**config.mk**
```make
export PLATFORM = sky130hd
export DESIGN_NAME = cut_response_compactor
export DESIGN_NICKNAME = d
export VERILOG_FILES = /design/src/rtl/cut_test_pkg.sv /design/src/rtl/misr_step.sv /design/src/rtl/cut_response_compactor.sv
export SDC_FILE = /design/constraint.sdc
export NUM_CORES = 1
export LEC_CHECK = 0
export ABC_AREA = 1
export CORE_MARGIN = 2
export CORE_UTILIZATION = 39
export DETAILED_ROUTE_END_ITERATION = 7
export DONT_BUFFER_PORTS = 1
export MAX_ROUTING_LAYER = met4
export PLACE_DENSITY = 0.61
export SYNTH_ARGS = -nofsm -noshare
export SYNTH_HDL_FRONTEND = slang
export SYNTH_HIERARCHICAL = 1
export SYNTH_SLANG_ARGS = --single-unit
```
**constraint.sdc**
```tcl
create_clock -name clk -period 2.85 [get_ports clk]
set_input_delay 0.57 -clock clk [delete_from_list [all_inputs] [get_ports clk]]
set_output_delay 0.57 -clock clk [all_outputs]
set_load 0.05 [all_outputs]
```
**src/rtl/cut_test_pkg.sv**
```systemverilog
// cut_test_pkg: shared types and constants for the benchmark response compaction slice.
package cut_test_pkg;
   localparam int OUT_W = 17;
   localparam logic [16:0] MISR_POLY_17 = 17'h04001;
   typedef enum logic [1:0] {IDLE, RUN, DONE} cmp_state_t;
   typedef logic [16:0] resp_vec_t;
endpackage

```
**src/rtl/misr_step.sv**
```systemverilog
// misr_step: one combinational MISR update, shift left with feedback on MSB, then fold in data.
module misr_step import cut_test_pkg::*; #(
   parameter int W = OUT_W,
   parameter logic [W-1:0] POLY = MISR_POLY_17
) (
   input  logic [W-1:0] sig,
   input  logic [W-1:0] data,
   output logic [W-1:0] next_sig
);
   assign next_sig = {sig[W-2:0], 1'b0} ^ (sig[W-1] ? POLY : '0) ^ data;
endmodule

```
**src/rtl/cut_response_compactor.sv**
```systemverilog
// cut_response_compactor: accepts benchmark responses over valid/ready, compacts them into
// a MISR signature over a programmed pattern count and flags a match against a golden value.
module cut_response_compactor import cut_test_pkg::*; #(
   parameter int OUT_W = cut_test_pkg::OUT_W,
   parameter int CNT_W = 6,
   parameter logic [OUT_W-1:0] MISR_POLY = MISR_POLY_17,
   parameter logic [OUT_W-1:0] MISR_SEED = '0
) (
   input  logic             clk,
   input  logic             rst,
   input  logic             start,
   input  logic [CNT_W-1:0] num_patterns,
   input  logic [OUT_W-1:0] golden_sig,
   input  logic             resp_valid,
   output logic             resp_ready,
   input  logic [OUT_W-1:0] resp_data,
   output logic             busy,
   output logic             sig_valid,
   output logic [OUT_W-1:0] signature,
   output logic             pass,
   output logic [CNT_W-1:0] accepted
);
   cmp_state_t state_q, state_d;
   logic [OUT_W-1:0] sig_q, golden_q, sig_next;
   logic [CNT_W-1:0] acc_q, target_q;
   logic arm, xfer;

   // start is honoured from IDLE and DONE alike; a start cycle never transfers
   assign arm  = start && state_q != RUN;
   assign xfer = resp_valid && state_q == RUN;

   misr_step #(.W(OUT_W), .POLY(MISR_POLY)) u_misr (
      .sig(sig_q),
      .data(resp_data),
      .next_sig(sig_next)
   );

   always_ff @(posedge clk or posedge rst) begin
      if (rst) state_q <= IDLE;
      else     state_q <= state_d;
   end

   always_comb begin
      state_d = arm ? RUN : (xfer && acc_q + 1'b1 == target_q) ? DONE : state_q;
   end

   always_ff @(posedge clk or posedge rst) begin
      if (rst) begin
         sig_q    <= MISR_SEED;
         acc_q    <= '0;
         golden_q <= '0;
         target_q <= '0;
      end else if (arm) begin
         sig_q    <= MISR_SEED;
         acc_q    <= '0;
         golden_q <= golden_sig;
         target_q <= (num_patterns == '0) ? CNT_W'(1) : num_patterns;
      end else if (xfer) begin
         sig_q <= sig_next;
         acc_q <= acc_q + 1'b1;
      end
   end

   always_comb begin
      resp_ready = state_q == RUN;
      busy       = state_q == RUN;
      sig_valid  = state_q == DONE;
      pass       = state_q == DONE && sig_q == golden_q;
      signature  = sig_q;
      accepted   = acc_q;
   end
endmodule

```
## Word-level counts from Yosys, hierarchy flattened

Index checks and enable logic that the tools add are counted.

- Bits in registers: 48
- Input bits: 44
- Word-level logic and storage cells: 28

- Add/subtract/negate cells: 1
- Equal/unequal tests: 5
- Mux-type cells: 8
- Bitwise gates (word level): 2
- Reduce and logical (&&, ||, !) cells: 7

Operators with widths:

| cell | count |
|---|---|
| 2-to-1 mux 17 bit | 2 |
| bitwise XOR 17 bit | 2 |
| 2-to-1 mux 6 bit | 3 |
| equality test 17 bit | 1 |
| 2-to-1 mux 15 bit | 1 |
| adder 6 x 1 -> 6 bit, second input constant | 1 |
| equality test 6 bit | 1 |
| logical NOT 6 bit | 1 |
| logical AND 1 bit | 4 |
| 2-to-1 mux 2 bit | 2 |
| nonzero test 2 bit | 2 |
| equality test 2 x 1 -> 1 bit, second input constant | 1 |
| equality test 2 bit, second input constant | 1 |
| inequality test 2 x 1 -> 1 bit, second input constant | 1 |

## Depth between registers and ports, before layout

- Word-level depth: 5
- Depth in mapped cells: 12
- Mapped depth without buffers: 12

## By module

Netlist, hierarchy kept.

By module, submodules not included:

| module | instances | cells an instance | area each (um^2) | seq. area each (um^2) |
|---|---|---|---|---|
| cut_response_compactor | 1 | 273 | 2332.2 | 1201.2 |
| misr_step | 1 | 25 | 177.7 | 0.0 |

## Worst setup path after synthesis

Ideal clock, no wire load.

- Path kind: flip-flop to output port
- Start: register state_q[0]
- End: output port pass
- Arrival: 2.154 ns
- Data required time: 2.280 ns
- Setup slack: 0.126 ns
- Stages on the path, launching flop included: 6
- Path through: dfrtp_1 nor2_1 o211ai_1 nor3_1 nand3_1 nor2_1

- Word-level cells in the longest chain between the ends: 2

Ends and longest elaborated chain:

| element | line | source |
|---|---|---|
| from (decl) | cut_response_compactor.sv:23 | `cmp_state_t state_q, state_d;` |
| from (signal assigned) | cut_response_compactor.sv:40 | `else state_q <= state_d;` |
| equality test 2 bit | - |  |
| via sig_valid | cut_response_compactor.sv:18 | `output logic sig_valid,` |
| logical AND 1 bit | cut_response_compactor.sv:68 | `pass = state_q == DONE && sig_q == golden_q;` |
| to (decl) | cut_response_compactor.sv:20 | `output logic pass,` |

The timed path passes the listed nets, and every way through them passes these cells.

## Final worst setup path

- Start: register sig_q[5] (netlist: signature[5])
- End: output port pass

- Word-level cells in the longest chain between the ends: 2

Ends and longest elaborated chain:

| element | line | source |
|---|---|---|
| from (decl) | cut_response_compactor.sv:24 | `logic [OUT_W-1:0] sig_q, golden_q, sig_next;` |
| from (signal assigned) | cut_response_compactor.sv:59 | `sig_q <= sig_next;` |
| equality test 17 bit | cut_response_compactor.sv:68 |  |
| logical AND 1 bit | cut_response_compactor.sv:68 |  |

No other way between the ends.

==> load_flow_metrics.sql <==
INSERT INTO impl_metrics (metric_group, metric, value, unit) VALUES
('run_status', 'result_of_the_run', 'completed', ''),
('worst_setup_path', 'cp_max_fo', '4', ''),
('die', 'floorplan.initialDensity', '40.0', '%'),
('route', 'firstDrtPassIters', '4', ''),
('global_route', 'grt_pass1_vias', '1971', ''),
('placed_design', 'detailed_place_hpwl', '4.36', 'mm'),
('final_layout', 'register_area', '1200', 'um^2'),
('hold_path', 'holdPathStages', '2', ''),
('pwr', 'largest_voltage_drop_on_the_vdd_net', '0.573', 'mV'),
('route', 'drtAntennaViolNets', '0', ''),
('final_layout', 'nFillCells', '649', ''),
('pwr', 'static-leakage-power', '0.00136', 'uW'),
('timing', 'skew', '0.00914', 'ns'),
('synthesis', 'ys_warn_count', '6', ''),
('timing', 'grt_setup_unrepaired', 'false', ''),
('die', 'die_h', '84.2', 'um'),
('die', 'coreArea', '6280', 'um^2'),
('placed_design', 'placement.io_buffers', '0', ''),
('clock_network', 'insertion_delay', '0.31', 'ns'),
('timing', 'max_slew.worst_pin.slew', '1.01', 'ns'),
('pwr', 'power.density', '1360', 'nW/um^2'),
('worst_setup_path', 'timing.critical_path.from_type', 'register', ''),
('route', 'wl_per_cell', '15.7', 'um'),
('final_layout', 'layout.nets', '353', ''),
('die', 'rows', '29', ''),
('route', 'via_per_inst', '5.18', ''),
('worst_setup_path', 'critical_path.endpoint_type', 'output port', ''),
('clock_network', 'clock_sink_count', '48', ''),
('global_route', 'grt_antenna_before_repair', '0', ''),
('die', 'fp.dieArea', '7090', 'um^2'),
('final_layout', 'area_growth_syn_to_layout', '10.3', '%'),
('route', 'number_of_violations_reported_at_the_end_of_detailed_routing_iteration_0', '61', ''),
('hold_path', 'worstHoldPathType', 'in -> reg', ''),
('route', 'wl', '6.04', 'mm'),
('synthesis', 'seq_area_frac_synth', '47.9', '%'),
('die', 'io-pin-count', '71', ''),
('global_route', 'maximum_number_of_pins_on_one_net_before_global_route_repair', '49', ''),
('worst_setup_path', 'worst_path_max_delay_cell', 'sky130_fd_sc_hd__dfrtp_1', ''),
('worst_setup_path', 'cp_cell_sequence', 'xnor2_1 > o211ai_1 > nor3_1 > nand3_1 > nor2_1 > buf_4', ''),
('run', 'max_cap_violations', '0', ''),
('worst_setup_path', 'worst-r2r-cell-count', '9', ''),
('synthesis', 'synth.avg_cell_area', '8.42', 'um^2'),
('clock_network', 'clock_transition_at_the_registers_of_the_reported_paths', '0.09', 'ns'),
('clock_network', 'postCtsSetupBuffers', '0', ''),
('clock_network', 'post_cts_resize_count', '0', ''),
('timing', 'setup_viol', '0', ''),
('global_route', 'grt_first_pass_wirelength', '10.1', 'mm'),
('synthesis', 'postSynth.asyncResetShare', '100', '%'),
('worst_setup_path', 'critical_path.max_stage_delay', '0.73', 'ns'),
('clock_network', 'cts_made_buffers', '5', ''),
('route', 'dr_total_vias', '1998', ''),
('clock_network', 'clockRootBuffer', 'sky130_fd_sc_hd__clkbuf_8', ''),
('die', 'die_width', '84.2', 'um'),
('synthesis', 'synth.distinct_cells', '30', ''),
('synthesis', 'post_synth_instance_area', '2510', 'um^2'),
('timing', 'finalHoldViolations', '0', ''),
('synthesis', 'count_of_flip_flops_with_a_built_in_enable_after_synthesis', '0', ''),
('clock_network', 'cts_tree', 'yes', ''),
('final_layout', 'n_antenna_cell', '0', ''),
('clock_network', 'h-tree-depth', '2', ''),
('timing', 'final_total_negative_setup_slack', '0', 'ns'),
('final_layout', 'final_layout_size_suffix_gt1_share', '14.9', '%'),
('timing', 'max_freq', '390', 'MHz'),
('timing', 'slew_headroom', '32.5', '%'),
('synthesis', 'ys.flop_type', 'sky130_fd_sc_hd__dfrtp_1', ''),
('synthesis', 'synthesized_nets', '343', ''),
('worst_setup_path', 'crit_arrival', '2.00', 'ns'),
('synthesis', 'postSynthCellCount', '298', ''),
('route', 'remaining_drc_errors', '0', ''),
('worst_setup_path', 'worst_ep_required_time', '2.28', 'ns'),
('timing', 'timing_max_transition_violations_final', '0', ''),
('placed_design', 'gpl.final_weighted_congestion', '0.771', ''),
('clock_network', 'cts_hold_buf', '0', ''),
('worst_setup_path', 'worst-setup-path-type', 'reg -> out', ''),
('final_layout', 'area_occupied_by_multi_input_gates', '1100', 'um^2'),
('timing', 'final.min_clock_period', '2.57', 'ns'),
('timing', 'min_period_over_period', '90.1', '%'),
('timing', 'whs', '0.364', 'ns'),
('clock_network', 'cts-root-to-sink-buffers', '2', ''),
('synthesis', 'yosys_register_bits', '48', ''),
('global_route', 'globalRoute.totalOverflow', '0', ''),
('global_route', 'grt.total_usage', '18.6', '%');
==> stage by stage <==
step	std cells	worst slack [ns]	total power (uW)	cell area (um^2)	util (%)
2_1_floorplan	298	0.126	2860	2510	-
3_3_place_gp	378	0.631	3240	2650	42.2
3_5_place_dp	378	0.630	3270	2650	42.2
4_1_cts	386	0.260	3810	2770	44.1
5_1_grt	386	0.0938	4080	2770	44.1
6_report	386	0.283	3780	2770	44.1
==> kinds of logic (layout without fill, tap and decap cells) <==
| family | count (synthesis) | after routing | synth area share (%) |
|---|---|---|---|
| simple gates | 120 | 120 | 21.9 |
| buf+inv | 53 | 64 | 8.37 |
| compound gates | 52 | 52 | 13.0 |
| flops | 48 | 48 | 47.9 |
| xor+xnor | 24 | 24 | 8.37 |
| fa+ha+maj | 1 | 1 | 0.498 |
==> synthesized netlist by cell type (2+ instances only) <==
cell type	number	area, um^2
sky130_fd_sc_hd__nor3_1	2	10.0
sky130_fd_sc_hd__o21ai_0	27	135
sky130_fd_sc_hd__a22o_1	9	78.8
sky130_fd_sc_hd__buf_2	5	25.0
sky130_fd_sc_hd__xnor2_1	5	43.8
sky130_fd_sc_hd__o22ai_1	7	43.8
sky130_fd_sc_hd__nand2_1	75	282
sky130_fd_sc_hd__nand2_2	6	37.5
sky130_fd_sc_hd__nor2_4	2	22.5
sky130_fd_sc_hd__nor2_2	4	25.0
sky130_fd_sc_hd__xor2_1	19	166
sky130_fd_sc_hd__inv_2	5	18.8
sky130_fd_sc_hd__o221ai_1	2	17.5
sky130_fd_sc_hd__or2_2	2	12.5
sky130_fd_sc_hd__nand3_1	12	60.1
sky130_fd_sc_hd__dfrtp_1	48	1200
sky130_fd_sc_hd__nor2_1	10	37.5
sky130_fd_sc_hd__inv_1	40	150
sky130_fd_sc_hd__nand4_1	2	12.5
sky130_fd_sc_hd__o21ai_2	2	17.5
sky130_fd_sc_hd__nand3_2	5	50.1
==> registers in the layout (all words and copies together), names as in the netlist <==
signal / flops
golden_q: 17
signature: 17
accepted: 6
target_q: 6
state_q: 2
==> final cells by class <==
class	count	area share (%)
clock buffer	6	2.98
clock inverter	2	1.40
inverter	45	6.10
multi-input combinational	197	39.7
sequential	48	43.4
tap	77	3.48
timing repair buffer	11	2.98
==> path summary, 6_finish.rpt <==
kind	from	to	slack, ns
worst min register to register	golden_q[6]	golden_q[6]	0.51
min in group asynchronous	rst	accepted[5]	0.37
worst max register to register	accepted[1]	state_q[0]	0.87
worst min-delay path	golden_sig[14]	golden_q[14]	0.36
max in group asynchronous	rst	golden_q[15]	1.85
worst max-delay path	signature[5]	pass	0.28
==> power breakdown <==
| part | internal [uW] | switching [uW] | total (uW) | leakage, uW |
|---|---|---|---|---|
| sequential | 989 | 613 | 1600 | 0.000597 |
| combinational | 570 | 1070 | 1640 | 0.000702 |
| clock | 287 | 242 | 529 | 0.0000614 |
==> cell usage in the layout, fill, tap and decap left out <==
cell	instances
sky130_fd_sc_hd__o21ai_1	1
sky130_fd_sc_hd__o22ai_1	7
sky130_fd_sc_hd__nor2_2	4
sky130_fd_sc_hd__a211oi_1	1
sky130_fd_sc_hd__a21oi_1	1
sky130_fd_sc_hd__inv_2	6
sky130_fd_sc_hd__nand3_1	12
sky130_fd_sc_hd__nand4_1	2
sky130_fd_sc_hd__ha_1	1
sky130_fd_sc_hd__nand2_2	6
sky130_fd_sc_hd__nand3_2	5
sky130_fd_sc_hd__o21ai_0	27
sky130_fd_sc_hd__dfrtp_1	48
sky130_fd_sc_hd__nor3_1	2
sky130_fd_sc_hd__xor2_1	19
sky130_fd_sc_hd__buf_4	11
sky130_fd_sc_hd__a311oi_1	1
sky130_fd_sc_hd__xnor2_1	5
sky130_fd_sc_hd__o21ai_2	2
sky130_fd_sc_hd__nor2_4	2
sky130_fd_sc_hd__o211ai_1	1
sky130_fd_sc_hd__bufinv_16	1
sky130_fd_sc_hd__nor2_1	10
sky130_fd_sc_hd__clkinv_4	1
sky130_fd_sc_hd__a22o_1	9
sky130_fd_sc_hd__o221ai_1	2
sky130_fd_sc_hd__nand2_1	75
sky130_fd_sc_hd__or2_2	2
sky130_fd_sc_hd__inv_1	39
sky130_fd_sc_hd__clkbuf_8	6
==> layer usage <==
metal | wire [um] | up-vias | global-route usage, %
met3 | 370 | 6 | 4.72
met1 | 2730 | 959 | 24.1
met4 | 57 | 0 | 4.99
met2 | 2880 | 65 | 29.1
li1 | - | 968 | -
met5 | 0 | - | -
==> worst max-delay path: cells and delay by family (launching register included) <==
kind,cells,cell delay [ns]
AO/OA/AOI/OAI,1,0.11
XOR/XNOR,1,0.19
flip-flops,1,0.73
buffers and inverters,1,0.21
AND/OR/NAND/NOR,3,0.44
(Power assumes the default switching activity.)
